===== config.mk =====
export PLATFORM = sky130hd
export DESIGN_NAME = simd_job_sequencer
export DESIGN_NICKNAME = d
export VERILOG_FILES = /design/src/rtl/simd_job_sequencer.sv
export SDC_FILE = /design/constraint.sdc
export NUM_CORES = 1
export LEC_CHECK = 0
export BUFFER_PORTS_ARGS = -buffer_cell sky130_fd_sc_hd__buf_2
export CAP_MARGIN = 20
export CORE_MARGIN = 1
export CORE_UTILIZATION = 37
export DETAILED_ROUTE_END_ITERATION = 7
export SYNTH_ARGS = -nofsm -noshare
export SYNTH_HDL_FRONTEND = slang
export SYNTH_SLANG_ARGS = --single-unit

===== constraint.sdc =====
create_clock -name clk -period 2.7 [get_ports clk]
set_input_delay 0.54 -clock clk [delete_from_list [all_inputs] [get_ports clk]]
set_output_delay 0.54 -clock clk [all_outputs]
set_load 0.05 [all_outputs]

===== src/rtl/simd_job_sequencer.sv =====
// simd_job_sequencer: job-level controller that streams operand pairs through the SIMD unit
// and returns results in order through a credit-limited result FIFO.
module simd_job_sequencer #(
   parameter int LEN_W = 16,
   parameter int LAT   = 1,
   parameter int DEPTH = 4
) (
   input  logic             clk,
   input  logic             rst_n,
   input  logic             cfg_start,
   input  logic [1:0]       cfg_mode,
   input  logic [31:0]      cfg_param,
   input  logic [LEN_W-1:0] cfg_len,
   output logic             busy,
   output logic             done,
   output logic             err_mode,
   input  logic             in_valid,
   output logic             in_ready,
   input  logic [31:0]      in_rs1,
   input  logic [31:0]      in_rs2,
   output logic [1:0]       simd_mode,
   output logic [31:0]      simd_param,
   output logic [31:0]      simd_rs1,
   output logic [31:0]      simd_rs2,
   input  logic [31:0]      simd_rd,
   output logic             out_valid,
   input  logic             out_ready,
   output logic [31:0]      out_data
);
   typedef enum logic [1:0] {IDLE, RUN, DRAIN, DONE} state_t;
   localparam int CW = $clog2(DEPTH + 1);
   localparam int AW = DEPTH > 1 ? $clog2(DEPTH) : 1;

   state_t           state_q, state_d;
   logic [LEN_W-1:0] rem_q, rem_d;
   logic [LAT:0]     fl_q, fl_d;
   logic [CW-1:0]    cnt_q, cnt_d, inflight;
   logic [AW-1:0]    wp_q, wp_d, rp_q, rp_d;
   logic [31:0]      mem_q [DEPTH];
   logic [31:0]      mem_d [DEPTH];
   logic [1:0]       mode_q, mode_d;
   logic [31:0]      param_q, param_d, rs1_q, rs1_d, rs2_q, rs2_d;
   logic             err_q, err_d;
   logic             start_ok, issue, push, pop, credit;

   always_comb begin
      inflight = '0;
      for (int i = 0; i <= LAT; i++) inflight = inflight + CW'(fl_q[i]);
   end

   // Every issued word holds a credit until it leaves the FIFO, so the FIFO cannot overflow.
   assign credit   = ({1'b0, cnt_q} + {1'b0, inflight}) < (CW+1)'(DEPTH);
   assign start_ok = state_q == IDLE && cfg_start && cfg_mode != 2'b11;
   assign issue    = in_valid && in_ready;
   assign push     = fl_q[LAT];
   assign pop      = out_valid && out_ready;

   always_ff @(posedge clk or negedge rst_n)
      if (!rst_n) state_q <= IDLE;
      else        state_q <= state_d;

   always_comb begin
      state_d = state_q;
      case (state_q)
         IDLE:    if (start_ok) state_d = cfg_len == '0 ? DONE : RUN;
         RUN:     if (issue && rem_q == LEN_W'(1)) state_d = DRAIN;
         DRAIN:   if (inflight == '0 && cnt_d == '0) state_d = DONE;
         default: state_d = IDLE;
      endcase
   end

   always_comb begin
      busy      = state_q == RUN || state_q == DRAIN;
      done      = state_q == DONE;
      in_ready  = state_q == RUN && rem_q != '0 && credit;
      out_valid = cnt_q != '0;
      out_data  = out_valid ? mem_q[rp_q] : '0;
   end

   always_comb begin
      rem_d   = rem_q;
      mode_d  = mode_q;
      param_d = param_q;
      rs1_d   = rs1_q;
      rs2_d   = rs2_q;
      err_d   = err_q;
      if (state_q == IDLE && cfg_start && cfg_mode == 2'b11) err_d = 1'b1;
      if (start_ok && cfg_len != '0) begin
         rem_d   = cfg_len;
         mode_d  = cfg_mode;
         param_d = cfg_param;
         err_d   = 1'b0;
      end
      if (issue) begin
         rem_d = rem_q - LEN_W'(1);
         rs1_d = in_rs1;
         rs2_d = in_rs2;
      end
      fl_d  = {fl_q[LAT-1:0], issue};
      cnt_d = cnt_q + CW'(push) - CW'(pop);
      mem_d = mem_q;
      if (push) mem_d[wp_q] = simd_rd;
      wp_d = push ? (wp_q == AW'(DEPTH - 1) ? '0 : wp_q + AW'(1)) : wp_q;
      rp_d = pop  ? (rp_q == AW'(DEPTH - 1) ? '0 : rp_q + AW'(1)) : rp_q;
   end

   always_ff @(posedge clk or negedge rst_n)
      if (!rst_n) begin
         rem_q   <= '0;
         fl_q    <= '0;
         cnt_q   <= '0;
         wp_q    <= '0;
         rp_q    <= '0;
         mode_q  <= '0;
         param_q <= '0;
         rs1_q   <= '0;
         rs2_q   <= '0;
         err_q   <= 1'b0;
         for (int i = 0; i < DEPTH; i++) mem_q[i] <= '0;
      end else begin
         rem_q   <= rem_d;
         fl_q    <= fl_d;
         cnt_q   <= cnt_d;
         wp_q    <= wp_d;
         rp_q    <= rp_d;
         mode_q  <= mode_d;
         param_q <= param_d;
         rs1_q   <= rs1_d;
         rs2_q   <= rs2_d;
         err_q   <= err_d;
         mem_q   <= mem_d;
      end

   assign simd_mode  = mode_q;
   assign simd_param = param_q;
   assign simd_rs1   = rs1_q;
   assign simd_rs2   = rs2_q;
   assign err_mode   = err_q;
endmodule


==> flow_summary_export.csv <==
group,metric,value,unit
placement,detailed_place_hpwl,17.85,mm
sta,layout_skew,11.82,ps
drt,routed-wl-met2,12.91,mm
floorplan,rows,63,
power,power_density,1521,nW/um2
synth,synth_edf_count,0,
cells_and_area,layout.cells.most_common_list,"283 x sky130_fd_sc_hd__buf_2, 252 x sky130_fd_sc_hd__dfrtp_1, 215 x sky130_fd_sc_hd__nand2_1",
worst_setup_path,r2r_cells,12,
worst_hold_path,holdPathEnd,"simd_rs1[22]",
sta,setup-tns-final,-2.721,ps
synth,synth.yosys.seq_area_share,56.94,%
outcome,failed_checks,"negative setup slack",
drt,totalWireLength,26.82,mm
cts,ctsLongestPathBuffers,3,
worst_setup_path,start_of_the_worst_register_to_register_path,"cnt_q[1]",
cells_and_area,syn_to_final_growth,28.68,%
cts,tritoncts.num_buffers,28,
global_routing,global_route_wire_length_before_repair,42.99,mm
sta,max_clock_freq,370.0,MHz
power,pwr-share-clk,18.1,%
sta,post-route-period-util,100.1,%
drt,routed.top_layer,"met5",
global_routing,grt.total_usage,17.35,%
drt,antenna_left,0,
cts,clk_pin_slew,60,ps
sta,whs,192.3,ps
outcome,run_status,"complete, but fails checks",
sta,timing.slew.headroom,51.17,%
floorplan,core_region_area,29640,um2
synth,yosysUniqueCellTypes,48,
cts,clk_sinks,254,
power,internal_power,12090,uW
placement,portBuffers,285,
global_routing,first_global_vias,7992,
drt,drt_first_pass_iters,4,
worst_hold_path,worst_hold_startpoint,"in_rs1[22]",
flow_run,cap_violations,0,
drt,avgRoutedWirePerCell,16.71,um
worst_hold_path,timing.hold.worst_path_depth,3,
worst_setup_path,worst_ep_arrival_time,3110,ps
floorplan,die_height,175.7,um
synth,post-synth-top-area-fraction,56.94,%
cells_and_area,filler_cell_count,2747,
sta,finalHoldViolCount,0,
synth,avgSynthCellArea,12.56,um2
floorplan,floorplan.io_pins,286,
cts,worstSkewPairLatency,540,ps
synth,ys_ff_latch,254,
sta,setup_failing_eps_final,1,
worst_setup_path,timing.critical_path.to_type,"register",
floorplan,fp.dieArea,30870,um2
power,finalPower,21860,uW
drt,drc,0,
drt,drtIter0Drc,424,
drt,via_per_instance_ratio,4.893,
synth,synth_cells,889,
drt,routed-wl-met3,1.968,mm
power,combPwrFrac,50.8,%
cells_and_area,share_of_post_route_cells_with_drive_strength_above_1,48.06,%
power,power.share.switching,44.67,%
synth,ys_warn_count,0,
power,worst_ir_drop_vdd,1.024,mV
cts,clock_tree_from_tritoncts,"done",
power,p_switching,9763,uW
synth,ys_async_sr_fraction,100.0,%
sta,tightestPinTransition,730.1,ps
worst_setup_path,worstPathMaxFanout,2,
cells_and_area,instances_no_fill,1605,
worst_hold_path,class_of_the_most_critical_hold_timing_path,"in -> reg",
worst_setup_path,r2r_slack,-3,ps
power,cellLeakagePower,0.006864,uW
synth,postSynth.topFlopCell,"sky130_fd_sc_hd__dfrtp_1",
cts,cts.htree.levels,1,
sta,finalWorstPathRequiredPeriod,2703,ps
synth,synth.top_cells.by_area,"sky130_fd_sc_hd__dfrtp_1 57%, sky130_fd_sc_hd__mux2_2 16%, sky130_fd_sc_hd__nand2_1 7.3%, sky130_fd_sc_hd__mux4_2 6.5%, sky130_fd_sc_hd__and2_1 1.8%",
worst_setup_path,timing.critical_path.required,3110,ps
drt,dr_total_vias,7854,
drt,drt-met1-wl,11.42,mm
floorplan,starting_density,37.66,%
global_routing,grt_max_degree,75,
worst_setup_path,timing.setup.critical_path_class,"reg -> reg",
sta,postLayoutSetupSlackWorst,-2.721,ps
floorplan,die_width,175.7,um
global_routing,grt-ovfl-total,0,
placement,place_inst,1546,
global_routing,antenna_found_initial,5,
power,p_seq_share,31.0,%
synth,yosysTopAreaCell,"sky130_fd_sc_hd__dfrtp_1",
worst_setup_path,worstReg2RegEnd,"state_q[1]",
worst_setup_path,critical_path.startpoint_type,"register",
sta,final-max-slew-violation-count,0,
placement,finalWeightedCongestion,0.7695,
synth,synth_nets,1057,
cts,cts-root-buf,"sky130_fd_sc_hd__clkbuf_16",
cells_and_area,final_common_cell,"sky130_fd_sc_hd__buf_2",
placement,preCtsSetupSlack,15.20,ps
sta,rsz_0062_raised_after_global_routing,"yes",
cells_and_area,finalNetCount,1360,
synth,post_syn_area,11160,um2
## state kept, by name, indices dropped and copies added (netlist names)
register and flops:
mem_q 128, rp_q 2, rem_q 16, simd_mode 2, state_q 2, fl_q 2, cnt_q 3, simd_rs1 32
simd_param 32, err_mode 1, wp_q 2, simd_rs2 32
## per-stage QoR
| step | util (%) | instance area, um2 |
|---|---|---|
| after floorplan | - | 11170 |
| after detailed placement | 44.63 | 13230 |
| after global routing | 48.46 | 14360 |
| final | 48.47 | 14370 |
| after CTS | 48.00 | 14230 |
| after global placement | 44.63 | 13230 |
## how the worst max path moves through the flow
| stage | from | endpoint | slack (ps) | depth (start not counted) |
|---|---|---|---|---|
| after global routing | cnt_q[1] | state_q[1] | -110 | 12 |
| after floorplan | cnt_q[1] | state_q[1] | -30 | 13 |
| final | cnt_q[1] | state_q[1] | -3 | 12 |
| after CTS | cnt_q[1] | state_q[1] | 5 | 12 |
| after detailed placement | cnt_q[1] | state_q[1] | 20 | 12 |
| after global placement | cnt_q[1] | state_q[1] | 50 | 12 |
## worst max-delay path: stages (launching register included)
cell and delay (ps):
sky130_fd_sc_hd__dfrtp_1 380, sky130_fd_sc_hd__or3_4 390, sky130_fd_sc_hd__nand2_2 90, sky130_fd_sc_hd__inv_2 40, sky130_fd_sc_hd__ha_4 250, sky130_fd_sc_hd__inv_2 30
sky130_fd_sc_hd__ha_4 150, sky130_fd_sc_hd__fa_2 360, sky130_fd_sc_hd__xnor2_2 160, sky130_fd_sc_hd__xnor2_2 140, sky130_fd_sc_hd__o21ai_1 170, sky130_fd_sc_hd__nand3_2 110
sky130_fd_sc_hd__mux2_4 310
## layer usage
metal  track usage, %  up-vias
met3            5.152       39
met2            29.00      232
met4            3.659        8
li1                 -     3687
met1            22.18     3888
met5                0        -
## cell type report
| cell class | count | area, um2 | share of cell area, % |
|---|---|---|---|
| diodes | 2 | 5.005 | 0.03484 |
| clock buffers | 45 | 865.8 | 6.027 |
| well taps | 390 | 488.0 | 3.397 |
| flip-flops and latches | 254 | 6361 | 44.28 |
| repair buffers | 319 | 1839 | 12.80 |
| multi-input cells | 570 | 4627 | 32.21 |
| inverters | 19 | 71.32 | 0.4965 |
| clock inverters | 6 | 107.6 | 0.7491 |
## power by group through the flow
stage | registers (uW) | clock network [uW] | logic, uW
CTS | 6760 | 4100 | 11000
finish | 6780 | 3960 | 11100
detailed placement | 6790 | 0 | 11000
global route | 7040 | 4230 | 11800
floorplan | 9100 | 0 | 6010
global placement | 6730 | 0 | 10900
## synthesized netlist by cell type (all sizes together), types with 3 or more instances
cell type and n:
nor4 12, mux4 32, dfrtp 254, buf 31, nor3 11, nor2 11, nand2 218, mux2 162
a21oi 7, nor3b 3, or3 5, a221o 8, o21ai 15, ha 16, clkbuf 15, inv 19
nand4 4, and2 33, nand3 5
## what timing repair did
item,4_1_cts,5_1_grt
buffers inserted,0,4
pin swaps,0,10
hold buffers,1,0
gates resized for setup,4,19
setup endpoints to repair,25,14
gates cloned,0,1
hold endpoints to repair,60,0
## cell families (layout without fill, tap and decap cells)
group	count (synthesis)	in the layout	synth area share (%)
AO/OA/AOI/OAI	45	45	3.004
XOR/XNOR	2	2	0.1569
adder cells (fa/ha/maj)	17	17	1.973
buffers and inverters	65	389	2.398
flip-flops	254	254	56.94
multiplexers	196	196	22.98
other	0	2	0
AND/OR/NAND/NOR	310	310	12.55
Power figures use the tool's default switching activity.
